$ cat src/rtl/redirect_controller_if.sv
// Redirect bus between pipeline control and the fetch unit. The controller uses
// the slave modport; the pipeline/fetch side uses the master modport.
interface redirect_controller_if;
  logic        BranchTakenE;
  logic [31:0] PCTargetE;
  logic        trap;
  logic [31:0] TrapVector;
  logic        mret;
  logic [31:0] MEPC;
  logic        FetchReady;
  logic        RedirectValid;
  logic [31:0] RedirectPC;
  logic        FlushD;
  logic        FlushE;
  logic        StallF;
  logic [31:0] RedirectCount;

  modport master (
    output BranchTakenE, PCTargetE, trap, TrapVector, mret, MEPC, FetchReady,
    input  RedirectValid, RedirectPC, FlushD, FlushE, StallF, RedirectCount
  );

  modport slave (
    input  BranchTakenE, PCTargetE, trap, TrapVector, mret, MEPC, FetchReady,
    output RedirectValid, RedirectPC, FlushD, FlushE, StallF, RedirectCount
  );
endinterface

$ cat src/rtl/redirect_controller.sv
// Redirect controller: arbitrates trap/mret/branch redirects, handshakes them to fetch,
// and flushes decode/execute. Optional redirect counter enabled by REDIRECT_STATS_EN.
module redirect_controller (
  input  logic                  CLK,
  input  logic                  RST,
  redirect_controller_if.slave  rdr
);

  typedef enum logic [1:0] {
    IDLE     = 2'b00,
    REDIRECT = 2'b01,
    DRAIN    = 2'b10
  } state_t;

  state_t      state_q;
  logic [31:0] pc_q;
  logic        valid_q;
  logic        flushd_q;
  logic        flushe_q;
  logic        event_d;
  logic [31:0] sel_pc_d;

  // Instruction addresses are word aligned; the low two bits are always dropped.
  function automatic logic [31:0] align_pc(input logic [31:0] addr);
    return {addr[31:2], 2'b00};
  endfunction

  // Event detection and priority selection of the redirect target
  always_comb begin
    event_d  = rdr.trap | rdr.mret | rdr.BranchTakenE;
    sel_pc_d = rdr.PCTargetE;
    if (rdr.trap) begin
      sel_pc_d = rdr.TrapVector;
    end else if (rdr.mret) begin
      sel_pc_d = rdr.MEPC;
    end else begin
      sel_pc_d = rdr.PCTargetE;
    end
  end

  // Redirect FSM with registered Moore outputs
  always_ff @(posedge CLK or posedge RST) begin
    if (RST) begin
      state_q  <= IDLE;
      pc_q     <= 32'h0000_0000;
      valid_q  <= 1'b0;
      flushd_q <= 1'b0;
      flushe_q <= 1'b0;
    end else begin
      case (state_q)
        IDLE, DRAIN: begin
          if (event_d) begin
            state_q  <= REDIRECT;
            pc_q     <= align_pc(sel_pc_d);
            valid_q  <= 1'b1;
            flushd_q <= 1'b1;
            flushe_q <= 1'b1;
          end else begin
            state_q  <= IDLE;
            valid_q  <= 1'b0;
            flushd_q <= 1'b0;
            flushe_q <= 1'b0;
          end
        end
        REDIRECT: begin
          // A trap always wins, even over a handshake completing this edge.
          if (rdr.trap) begin
            state_q  <= REDIRECT;
            pc_q     <= align_pc(rdr.TrapVector);
            valid_q  <= 1'b1;
            flushd_q <= 1'b1;
            flushe_q <= 1'b1;
          end else if (rdr.FetchReady) begin
            state_q  <= DRAIN;
            valid_q  <= 1'b0;
            flushd_q <= 1'b1;
            flushe_q <= 1'b0;
          end else begin
            state_q  <= REDIRECT;
            valid_q  <= 1'b1;
            flushd_q <= 1'b1;
            flushe_q <= 1'b1;
          end
        end
        default: begin
          state_q  <= IDLE;
          valid_q  <= 1'b0;
          flushd_q <= 1'b0;
          flushe_q <= 1'b0;
        end
      endcase
    end
  end

  assign rdr.RedirectValid = valid_q;
  assign rdr.RedirectPC    = pc_q;
  assign rdr.FlushD        = flushd_q;
  assign rdr.FlushE        = flushe_q;
  assign rdr.StallF        = valid_q & ~rdr.FetchReady;

`ifdef REDIRECT_STATS_EN
  logic [31:0] count_q;
  logic        handshake_d;

  assign handshake_d = valid_q & rdr.FetchReady;

  // Completed-handshake counter, wraps naturally at 32 bits
  always_ff @(posedge CLK or posedge RST) begin
    if (RST) begin
      count_q <= 32'h0000_0000;
    end else if (handshake_d) begin
      count_q <= count_q + 32'd1;
    end else begin
      count_q <= count_q;
    end
  end

  assign rdr.RedirectCount = count_q;
`else
  assign rdr.RedirectCount = 32'h0000_0000;
`endif

endmodule
$ cat src/flat_wrapper.sv
// flat-port wrapper written by rule: the top's interface ports become plain ports
module redirect_controller_flat 
  (CLK, RST, rdr_BranchTakenE, rdr_PCTargetE, rdr_trap, rdr_TrapVector, rdr_mret, rdr_MEPC, rdr_FetchReady, rdr_RedirectValid, rdr_RedirectPC, rdr_FlushD, rdr_FlushE, rdr_StallF, rdr_RedirectCount);
  redirect_controller_if rdr_i ();
  input  logic CLK;
  input  logic RST;
  input wire logic [$bits(rdr_i.BranchTakenE)-1:0] rdr_BranchTakenE;
  input wire logic [$bits(rdr_i.PCTargetE)-1:0] rdr_PCTargetE;
  input wire logic [$bits(rdr_i.trap)-1:0] rdr_trap;
  input wire logic [$bits(rdr_i.TrapVector)-1:0] rdr_TrapVector;
  input wire logic [$bits(rdr_i.mret)-1:0] rdr_mret;
  input wire logic [$bits(rdr_i.MEPC)-1:0] rdr_MEPC;
  input wire logic [$bits(rdr_i.FetchReady)-1:0] rdr_FetchReady;
  output wire logic [$bits(rdr_i.RedirectValid)-1:0] rdr_RedirectValid;
  output wire logic [$bits(rdr_i.RedirectPC)-1:0] rdr_RedirectPC;
  output wire logic [$bits(rdr_i.FlushD)-1:0] rdr_FlushD;
  output wire logic [$bits(rdr_i.FlushE)-1:0] rdr_FlushE;
  output wire logic [$bits(rdr_i.StallF)-1:0] rdr_StallF;
  output wire logic [$bits(rdr_i.RedirectCount)-1:0] rdr_RedirectCount;
  assign rdr_i.BranchTakenE = rdr_BranchTakenE;
  assign rdr_i.PCTargetE = rdr_PCTargetE;
  assign rdr_i.trap = rdr_trap;
  assign rdr_i.TrapVector = rdr_TrapVector;
  assign rdr_i.mret = rdr_mret;
  assign rdr_i.MEPC = rdr_MEPC;
  assign rdr_i.FetchReady = rdr_FetchReady;
  assign rdr_RedirectValid = rdr_i.RedirectValid;
  assign rdr_RedirectPC = rdr_i.RedirectPC;
  assign rdr_FlushD = rdr_i.FlushD;
  assign rdr_FlushE = rdr_i.FlushE;
  assign rdr_StallF = rdr_i.StallF;
  assign rdr_RedirectCount = rdr_i.RedirectCount;
  redirect_controller u_core (.CLK(CLK), .RST(RST), .rdr(rdr_i));
endmodule
$ cat config.mk
export PLATFORM = sky130hd
export DESIGN_NAME = redirect_controller_flat
export DESIGN_NICKNAME = d
export VERILOG_FILES = /design/src/rtl/redirect_controller_if.sv /design/src/rtl/redirect_controller.sv /design/src/flat_wrapper.sv
export SDC_FILE = /design/constraint.sdc
export NUM_CORES = 1
export LEC_CHECK = 0
export BUFFER_PORTS_ARGS = -buffer_cell sky130_fd_sc_hd__buf_2
export CORE_AREA = 2 2 74 129
export CTS_CLUSTER_SIZE = 28
export DETAILED_ROUTE_END_ITERATION = 8
export DIE_AREA = 0 0 76 131
export GPL_ROUTABILITY_DRIVEN = 0
export SYNTH_ARGS = -nofsm -noshare
export SYNTH_HDL_FRONTEND = slang
export SYNTH_SLANG_ARGS = --single-unit
$ cat constraint.sdc
create_clock -name CLK -period 1.8 [get_ports CLK]
set_input_delay 0.27 -clock CLK [delete_from_list [all_inputs] [get_ports CLK]]
set_output_delay 0.27 -clock CLK [all_outputs]
set_load 0.005 [all_outputs]
==> results, run 1 <==
- The run finished with clean final reports.
- The initial utilization of the core area, before any placement, comes to 24.6%.
- The maximum number of pins on one net before global-route repair is just over 60.
- Sequential elements use 38.8% of the synthesized area.
- The quantity of gates resized following cts is 0.
- The setup slack at placement is around 350 ps.
- TritonCTS built the clock tree.
- Max-cap violations in this run came to 0.
- The root cell of the clock tree is sky130_fd_sc_hd__clkbuf_16.
- The number of buffers added on ports is roughly 130.
- The number of hold violations in the final report is 0.
- The routed layout has 1883 vias.
- The DRC violation count after routing is 0.
- Timing would allow up to approximately 700 MHz.
- The post-CTS setup-driven buffer insertion count is 0.
- The global-route wire length before repair is roughly 8.4 mm.
- The total detailed-routing wirelength is 5.48 mm.
- In this run the number of H-tree levels came out at 2.
- The data required time of the critical path is about 2000 ps.
- In this run the horizontal extent of the chip is 76 um.
- No sink is reached through more buffers than the 2 on the longest clock path.
- The initial antenna violation count is 0.
- Walking the worst path, the cells encountered are inv_1, a21oi_4, buf_12, mux2i_1, o21ai_0.
- In this run the count of I/O pins placed on the die edge is 170.
- The final layout contains 446 nets.
- The worst setup path is of the flop to flop kind.
- For the worst-skew pair, the clock arrives at the later sink with an insertion delay of 270 ps.
- Along the worst path, the maximum fanout reaches 30.
- The diode insertion count for antenna repair is 0.
- In this run, the number of DRC markers left after iteration 0 of detailed routing was 38.
- Clock tree synthesis inserted a total of 5 buffers.
- The area of the core is approximately 8900 um2.
- The max-slew violation count is 0.
- The worst path meets setup with 401 ps of slack.
- The highest-delay cell along the critical path is sky130_fd_sc_hd__dfrtp_1.
- STA puts the critical path data arrival time at 1550 ps.
- The final-layout setup total negative slack is 0 ps.
- The floorplan step set the die height to 131 um.
- The post-route antenna net violation count is 0.
- Together, buffers and inverters on the worst path number 2.
- Dividing the detail-routed wire length by the instance count gives 11.8 um.
- Before antenna repair, the detailed router went through 4 iterations.
- The area enclosed by the die boundary is 9960 um2.
- Synthesis handed over a netlist of 218 instances.
- The maximum cell stage delay along the critical path is 390 ps.
- The number of global-route vias before repair is about 1700.
- The family with the most delay on the worst path is flip-flops.
- In this run, post-CTS hold repair placed 0 buffers.
- The HPWL reported at the end of detailed placement is 4.23 mm.
- After synthesis the netlist holds a flip-flop and latch count of 34.
- The classification of the worst-slack hold path is primary input to asynchronous set/reset pin.
- On the final layout, the worst clock skew is 3.57 ps.
- After layout, the worst path uses 77.7% of the clock period.
- The peak supply drop is between 300 and 400 uV.
- The endpoint class of the critical path is a flop.
- The static leakage power is 1.49 nW.
- After synthesis the cells add up to 2190 um2.
- The aggregate global routing overflow is 0.
- Global routing used 10.8% of the available tracks across all layers.
- The layout overhead on the synthesized area is 35.6%.
- Clock tree synthesis found a total of 34 sinks.
- The time the worst path needs with I/O delays and setup is 1400 ps.
- For this design the ratio of total power to cell area is 844 nW/um2.
- The average size of a mapped cell is 10.1 um2.
- The initialized floorplan defines 46 standard-cell rows.
- Setup violations remaining at the end of the flow were counted as 0.
- The number of distinct standard cells referenced by the synthesized netlist is 20.
- Setup repair after global routing left no endpoint under its margin.
- The worst setup path is launched from a flop.
- Yosys printed 0 warnings.
- The CTS clock-pin slew for the worst setup and hold paths is 50 ps.
- In the final layout, the share of cells above drive strength 1 is 49.7%.
- The mean number of vias per cell is 4.06.
synthesized netlist by cell type, drive strengths merged:
cell	instances	area, um2
a21o	1	7.51
a21oi	4	23.8
and4	1	8.76
buf	44	330
clkbuf	4	20.0
conb	1	3.75
dfrtp	34	851
inv	4	15.0
mux2	30	338
mux2i	30	300
nand2	30	113
nor2	1	3.75
nor2b	2	12.5
o21ai	31	159
or3	1	6.26
area by class of cell:
class / count / area, um2
well taps: 120 / 150
inverters: 4 / 15.0
multi-input cells: 165 / 1110
clock buffers: 7 / 133
flip-flops and latches: 34 / 851
repair buffers: 134 / 708
fillers: 947 / 5950
where the power goes:
part	switching, mW	total [mW]	leakage [nW]	internal, mW
logic	0.341	0.703	1.02	0.362
registers	0.0779	0.998	0.408	0.920
clock network	0.300	0.806	0.0640	0.506
kinds of logic (layout without fill, tap and decap cells):
kind of cell | after synthesis | after routing | share of synthesized area (%)
AND/OR/NAND/NOR | 35 | 35 | 6.56
buffers and inverters | 52 | 145 | 16.7
flip-flops | 34 | 34 | 38.8
other | 1 | 34 | 0.171
AO/OA/AOI/OAI | 36 | 36 | 8.68
multiplexers | 60 | 60 | 29.1
worst min-delay path, cell delays in order:
cell and delay (ps):
sky130_fd_sc_hd__buf_2 90, sky130_fd_sc_hd__inv_1 40, sky130_fd_sc_hd__buf_4 390
layer usage:
layer / vias up / wire length [um] / global-route usage, %
met2: 106 / 3060 / 21.0
met3: 5 / 435 / 2.68
met4: 0 / 88 / 4.49
met5: - / 0 / 0
li1: 923 / - / -
met1: 849 / 1900 / 11.1
stage by stage:
stage               cell area, um2  utilization (%)  cells  total power, mW  hold slack [ps]
global placement              2840             31.8    457             1.71              407
finish                        2970             33.3    464             2.51             91.1
detailed placement            2840             31.8    457             1.73              419
global route                  2970             33.3    464             2.70              149
floorplan                     2320                -    251             1.45              412
CTS                           2970             33.3    464             2.57              116
registers in the layout, indices dropped and copies added (netlist names):
signal,flops
u_core.rdr.FlushD,1
u_core.state_q,2
u_core.rdr.RedirectValid,1
u_core.rdr.RedirectPC,30
final timing paths:
| path | start | to | slack [ps] | depth (start not counted) |
|---|---|---|---|---|
| setup / recovery | u_core.state_q[1]$_DFF_PP0_ | u_core.rdr.RedirectPC[10]$_DFFE_PP0P_ | 400 | 5 |
| hold / removal | RST | u_core.rdr.RedirectPC[11]$_DFFE_PP0P_ | 90 | 3 |
| setup reg to reg | u_core.state_q[1]$_DFF_PP0_ | u_core.rdr.RedirectPC[10]$_DFFE_PP0P_ | 400 | 5 |
| hold reg to reg | u_core.rdr.RedirectPC[15]$_DFFE_PP0P_ | u_core.rdr.RedirectPC[15]$_DFFE_PP0P_ | 470 | 2 |
| max in group asynchronous | RST | u_core.rdr.RedirectPC[15]$_DFFE_PP0P_ | 1360 | 3 |
| min in group CLK | rdr_TrapVector[20] | u_core.rdr.RedirectPC[20]$_DFFE_PP0P_ | 270 | 3 |
cells in the final DEF (no fill, tap or decap), drive strengths merged:
master and count:
buf 134, nand2 30, or3 1, conb 34, clkbuf 7, o21ai 31
dfrtp 34, inv 4, nor2b 2, a21oi 4, and4 1, nor2 1
mux2 30, mux2i 30, a21o 1
(Power assumes the default switching activity.)
==> run 2, diff against run 1 <==
clock period = 1.25 ns   (was 1.8 ns; I/O delays follow)
==> results, run 2 (same netlist as run 1, synthesis figures left out) <==
- The total number of vias was 1968 (+4.5%).
- Leaving out fill and tap cells, the most frequent cell in the layout is sky130_fd_sc_hd__buf_2.
- The area after detailed placement is 2970 um2 (+4.8%).
- The highest-delay cell along the critical path is sky130_fd_sc_hd__dfrtp_1.
- The worst clock skew is 3.20 ps (-0.364 ps).
- The diode insertion count for antenna repair is 0 (unchanged).
- The checks that failed: setup timing.
- The post-route fraction of the period consumed by the critical path is 102% (+24 points).
- The global-route wire length before repair was 8.49 mm (+0.82%).
- The setup slack at placement came to -90.1 ps (-439 ps).
- The number of flip-flops under the largest register name is 30 (unchanged).
- The summed area of non-filler cells in the final layout came to 3250 um2 (+9.3%).
- The post-layout worst setup margin came to -27.7 ps (-428 ps).
- The achievable frequency was 783 MHz (+9.5%).
- The final-layout setup total negative slack came to -114 ps (-114 ps).
- The insertion delay to the later sink of the worst-skew pair is 280 ps (about the same).
- The starting utilization of the core area was 24.6% (unchanged).
- The max-slew violation count came to 0 (unchanged).
- The family with the most delay on the worst path is flip-flops.
- The post-route antenna net violation count is 0 (unchanged).
- The signal on the critical path passes through inv_2, a21oi_4, buf_12, buf_8, mux2i_1, o21ai_1.
- The largest fanout on the critical path is 5 (-83%).
- The time the worst path needs with I/O delays and setup is 1280 ps (-122 ps).
- The share of post-route cells with drive strength above 1 came to 54.0% (+4.3 points).
- The data required time of the critical path is 1410 ps (-540 ps).
- The number of hold violations in the final report is 0 (unchanged).
- The number of setup violations in the final report is 9 (+9).
- The static leakage power is 1.62 nW (+8.4%).
- The initial antenna violation count is 0 (unchanged).
- The clock sink count is 34 (unchanged).
- The data arrival time of the worst path is 1440 ps (-110 ps).
- The iteration-0 DRC count of the detailed router is 37 (-2.6%).
- TritonCTS built the clock tree.
- The CTS clock-pin slew for the worst setup and hold paths is 50 ps (about the same).
- The layout overhead on the synthesized area is 48.2%.
- The worst hold path belongs to the class primary input to flop.
- The worst hold slack came to 178 ps (+87.3 ps).
- The peak supply drop came to 473 uV (+33%).
- The DRC violation count after routing is 0 (unchanged).
- The HPWL reported at the end of detailed placement is 4.58 mm (+8.4%).
- The critical path launch point type is a flop.
- The total global routing track utilization was 11.1% (+0.22 points).
- The total detailed-routing wirelength is 5.71 mm (+4.1%).
- The library cells used most frequently in the layout, excluding fill and tap cells, are sky130_fd_sc_hd__buf_2, sky130_fd_sc_hd__conb_1, sky130_fd_sc_hd__dfrtp_1, sky130_fd_sc_hd__mux2_2.
- The detailed-route wire length per cell is 11.9 um (+0.88%).
- The total number of H-tree levels is 2 (unchanged).
- The area of the core came to 8920 um2 (unchanged).
- Setup repair after global routing could not meet its margin everywhere.
- The number of buffers created by CTS is 5 (unchanged).
- The number of buffers and inverters on the critical path is 3 (+1).
- The maximum cell stage delay along the critical path is 360 ps (-30 ps).
- STA classifies the critical path endpoint as a flop.
- The utilization after layout is 36.4% (+3.1 points).
- The count of pins on the block boundary was 170 (unchanged).
- The number of buffers added on ports is 129 (unchanged).
- The number of global-route vias before repair is 1809 (+5.7%).
- The area enclosed by the die boundary is 9960 um2 (unchanged).
- The mean number of vias per cell is 4.11 (+1.2%).
- CTS placed an instance of sky130_fd_sc_hd__clkbuf_16 at the clock tree root.
- The power density over the cells came to 1190 nW/um2 (+41%).
- The path type of the worst setup path is flop to flop.
- The horizontal extent of the die is 76 um (unchanged).
- The maximum number of buffers from clock root to sink was 2 (unchanged).
- The floorplan die height was 131 um (unchanged).
- The maximum number of pins on one net before global-route repair is 35 (-43%).
- The number of maximum-capacitance constraint violations is 0 (unchanged).
- The run finished, with violations left.
- The aggregate global routing overflow is 0 (unchanged).
- The number of nets at the end of the flow is 460 (+3.1%).
- The number of iterations in the first detailed-routing pass is 4 (unchanged).
- The cell row count is 46 (unchanged).
==> run 2: what timing repair did <==
action | 4_1_cts | 5_1_grt
setup endpoints to repair | 28 | 32
gates resized for setup | 6 | 33
hold buffers | 1 | 0
gates cloned | 1 | 1
setup buffers | 5 | 1
endpoints found under the hold margin | 34 | 0
pin swaps | 1 | 4
==> run 2: layout make-up <==
class | count | area [um2]
inverters | 4 | 15.0
fillers | 936 | 5670
well taps | 120 | 150
multi-input cells | 165 | 1150
flip-flops and latches | 34 | 851
clock buffers | 7 | 143
repair buffers | 148 | 940
clock inverters | 1 | 5.00
==> run 2: path summary, 6_finish.rpt <==
kind                                                      start                                    end  slack (ps)  cells after the start
min reg2reg                u_core.rdr.RedirectPC[5]$_DFFE_PP0P_   u_core.rdr.RedirectPC[5]$_DFFE_PP0P_         470                      2
max                                 u_core.state_q[1]$_DFF_PP0_  u_core.rdr.RedirectPC[20]$_DFFE_PP0P_         -30                      6
min in group asynchronous                                   RST  u_core.rdr.RedirectPC[23]$_DFFE_PP0P_         510                      4
min                                           rdr_TrapVector[9]   u_core.rdr.RedirectPC[9]$_DFFE_PP0P_         180                      3
max reg2reg                         u_core.state_q[1]$_DFF_PP0_  u_core.rdr.RedirectPC[20]$_DFFE_PP0P_         -30                      6
max in group asynchronous                                   RST   u_core.rdr.RedirectPC[3]$_DFFE_PP0P_         560                      4
==> run 2: tightest hold or removal path, stage by stage <==
cell	delay, ps
sky130_fd_sc_hd__buf_2	70
sky130_fd_sc_hd__mux2i_1	50
sky130_fd_sc_hd__o21ai_1	100
==> run 2: metal layers <==
layer | vias to the layer above | global-route usage [%] | share of wire [%]
met1 | 905 | 10.2 | 32
met2 | 98 | 21.3 | 57
met5 | - | 0 | 0
met3 | 12 | 3.43 | 7.1
met4 | 0 | 6.52 | 3.1
li1 | 953 | - | -
==> run 2: per-stage QoR <==
step / total power [mW] / instances
final: 3.87 / 479
after global routing: 4.14 / 479
after CTS: 3.90 / 479
after detailed placement: 2.59 / 465
after global placement: 2.56 / 465
after floorplan: 2.09 / 251
==> run 2: power by group <==
part / internal [mW] / switching, mW
logic: 0.674 / 0.553
registers: 1.33 / 0.106
clock network: 0.788 / 0.428
==> run 3, diff against run 2 <==
==> constraint.sdc (replaced) <==
create_clock -name CLK -period 1.25 [get_ports CLK]
set_input_delay 0.125 -clock CLK [delete_from_list [all_inputs] [get_ports CLK]]
set_output_delay 0.125 -clock CLK [all_outputs]
set_load 0.005 [all_outputs]
==> results, run 3 (same netlist as run 1, synthesis figures left out) <==
- Leaving out fill and tap cells, the most frequent cell in the layout is sky130_fd_sc_hd__buf_2.
- The worst hold slack was 126 ps (-52.7 ps).
- The total number of vias was 1925 (-2.2%).
- The achievable frequency came to 770 MHz (-1.6%).
- In this design, the largest share of critical-path delay is due to flip-flops.
- The data arrival time of the worst path is 1460 ps (+20 ps).
- The CTS clock-pin slew for the worst setup and hold paths was 50 ps (about the same).
- The number of nets at the end of the flow is 459 (-0.22%).
- The power density over the cells came to 1230 nW/um2 (+3.0%).
- The number of buffers created by CTS was 5 (unchanged).
- The post-route antenna net violation count is 0 (unchanged).
- The share of post-route cells with drive strength above 1 is 54.7% (+0.71 points).
- The clock sink count was 34 (unchanged).
- The largest fanout on the critical path came to 5 (unchanged).
- The number of flip-flops under the largest register name is 30 (unchanged).
- The setup slack at placement is -55.3 ps (+34.7 ps).
- The area of the core is 8920 um2 (unchanged).
- The critical path launch point type is a flop.
- The number of buffers added on ports was 129 (unchanged).
- The worst-case reg-to-reg path depth is 5 (-1).
- The DRC violation count after routing is 0 (unchanged).
- The layout overhead on the synthesized area is 48.1% (about the same).
- The floorplan die height is 131 um (unchanged).
- The final reports fail on setup timing.
- The number of iterations in the first detailed-routing pass is 3 (-1).
- Walking the worst path, the cells encountered are a21oi_4, buf_6, buf_12, mux2i_2, o21ai_1.
- The starting utilization of the core area is 24.6% (unchanged).
- The end of the worst register-to-register path is u_core.rdr.RedirectPC[25]$_DFFE_PP0P_.
- The slowest stage of the critical path is the sky130_fd_sc_hd__dfrtp_1 cell.
- The maximum number of buffers from clock root to sink is 2 (unchanged).
- The insertion delay to the later sink of the worst-skew pair is 280 ps (about the same).
- For hold timing, the worst endpoint is u_core.rdr.RedirectPC[19]$_DFFE_PP0P_.
- The diode insertion count for antenna repair is 0 (unchanged).
- The time the worst path needs with I/O delays and setup is 1300 ps (+21.4 ps).
- The cell row count came to 46 (unchanged).
- The post-layout worst setup margin is -49.1 ps (-21.4 ps).
- The HPWL reported at the end of detailed placement came to 4.68 mm (+2.1%).
- The worst setup path is captured at a flop.
- The static leakage power is 1.62 nW (+0.15%).
- The utilization after layout is 36.4% (about the same).
- The aggregate global routing overflow is 0 (unchanged).
- The max-slew violation count came to 0 (unchanged).
- Setup repair after global routing could not meet its margin everywhere.
- The total global routing track utilization is 10.9% (-0.17 points).
- The register-to-register setup slack was -50 ps (-20 ps).
- The logic depth of the worst path, buffers included is 5 (-1).
- The peak supply drop is 420 uV (-11%).
- The post-route fraction of the period consumed by the critical path is 104% (+1.7 points).
- The global-route wire length before repair came to 8.52 mm (+0.40%).
- The initial antenna violation count was 0 (unchanged).
- The number of instances in the placed design was 464 (-0.22%).
- The maximum cell stage delay along the critical path is 410 ps (+50 ps).
- The total detailed-routing wirelength is 5.93 mm (+3.9%).
- The root cell of the clock tree is sky130_fd_sc_hd__clkbuf_16.
- The number of buffers and inverters on the critical path is 2 (-1).
- The number of maximum-capacitance constraint violations is 0 (unchanged).
- The iteration-0 DRC count of the detailed router is 43 (+16%).
- The run finished, with violations left.
- The number of hold violations in the final report was 0 (unchanged).
- The maximum number of pins on one net before global-route repair is 35 (unchanged).
- The clock tree from TritonCTS is built.
- The detailed-route wire length per cell is 12.4 um (+4.1%).
- The mean number of vias per cell is 4.03 (-2.0%).
- The count of pins on the block boundary came to 170 (unchanged).
- The data required time of the critical path is 1410 ps (about the same).
- The launch point of the worst reg-to-reg path is u_core.state_q[0]$_DFF_PP0_.
- The total number of H-tree levels is 2 (unchanged).
- The worst clock skew came to 3.29 ps (+0.0857 ps).
- The count of cells along the worst hold path is 3 (unchanged).
- The horizontal extent of the die is 76 um (unchanged).
- The number of global-route vias before repair came to 1813 (+0.22%).
- The library cells used most frequently in the layout, excluding fill and tap cells, are sky130_fd_sc_hd__buf_2, sky130_fd_sc_hd__conb_1, sky130_fd_sc_hd__dfrtp_1, sky130_fd_sc_hd__mux2_2, sky130_fd_sc_hd__nand2_1.
- The classification of the worst-slack hold path is primary input to flop.
- By startpoint and endpoint, the worst setup path is classified as flop to flop.
- The final-layout setup total negative slack is -661 ps (-547 ps).
- The area enclosed by the die boundary is 9960 um2 (unchanged).
- The start point of the worst hold path is rdr_TrapVector[19].
- The number of cells in the finished layout apart from fillers is 478 (-0.21%).
- The number of setup violations in the final report was 30 (+21).
## run 3: layer usage
layer | up-vias | share of wire [%] | GRT usage, %
met5 | - | 0 | 0
met4 | 0 | 1.9 | 6.10
met3 | 6 | 6.0 | 2.54
met2 | 86 | 58 | 21.0
met1 | 885 | 34 | 10.7
li1 | 948 | - | -
## run 3: final cells by class
type                            instances  area, um2
Tap cell                              120        150
Multi-Input combinational cell        165       1150
Timing Repair Buffer                  147        917
Clock buffer                            8        166
Sequential cell                        34        851
Fill cell                             927       5670
Inverter                                4       15.0
## run 3: what timing repair did
action | CTS | global route
pin swaps | 0 | 1
gates cloned | 0 | 2
hold buffers | 1 | 0
endpoints found under the hold margin | 34 | 0
resized for setup | 6 | 18
endpoints found under the setup margin | 30 | 30
buffers inserted | 0 | 3
## run 3: where the power goes
group          internal (mW)  switching, mW  leakage (nW)
Combinational          0.663          0.557          1.13
Clock                  0.901          0.437        0.0832
Sequential              1.32          0.105         0.408
## run 3: worst max path at each step
stage | start | end | slack (ps)
after floorplan | u_core.state_q[0]$_DFF_PP0_ | u_core.rdr.RedirectPC[27]$_DFFE_PP0P_ | 7
after global placement | u_core.state_q[1]$_DFF_PP0_ | u_core.rdr.RedirectPC[11]$_DFFE_PP0P_ | -40
after detailed placement | u_core.state_q[1]$_DFF_PP0_ | u_core.rdr.RedirectPC[12]$_DFFE_PP0P_ | -60
after CTS | u_core.state_q[1]$_DFF_PP0_ | u_core.rdr.RedirectPC[6]$_DFFE_PP0P_ | -50
after global routing | u_core.state_q[0]$_DFF_PP0_ | u_core.rdr.RedirectPC[25]$_DFFE_PP0P_ | -120
final | u_core.state_q[0]$_DFF_PP0_ | u_core.rdr.RedirectPC[25]$_DFFE_PP0P_ | -50
## run 3: metrics by stage
stage / total power, mW / instance area [um2]
final: 3.99 / 3250
after global routing: 4.22 / 3250
after CTS: 3.97 / 3140
after detailed placement: 2.58 / 2950
after global placement: 2.55 / 2950
after floorplan: 2.09 / 2320
## run 3: worst register-to-register path: stages, from the launching register on
cell                      delay, ps
sky130_fd_sc_hd__dfrtp_1        410
sky130_fd_sc_hd__a21oi_4        200
sky130_fd_sc_hd__buf_6          150
sky130_fd_sc_hd__buf_12         120
sky130_fd_sc_hd__mux2i_2        220
sky130_fd_sc_hd__o21ai_1         80
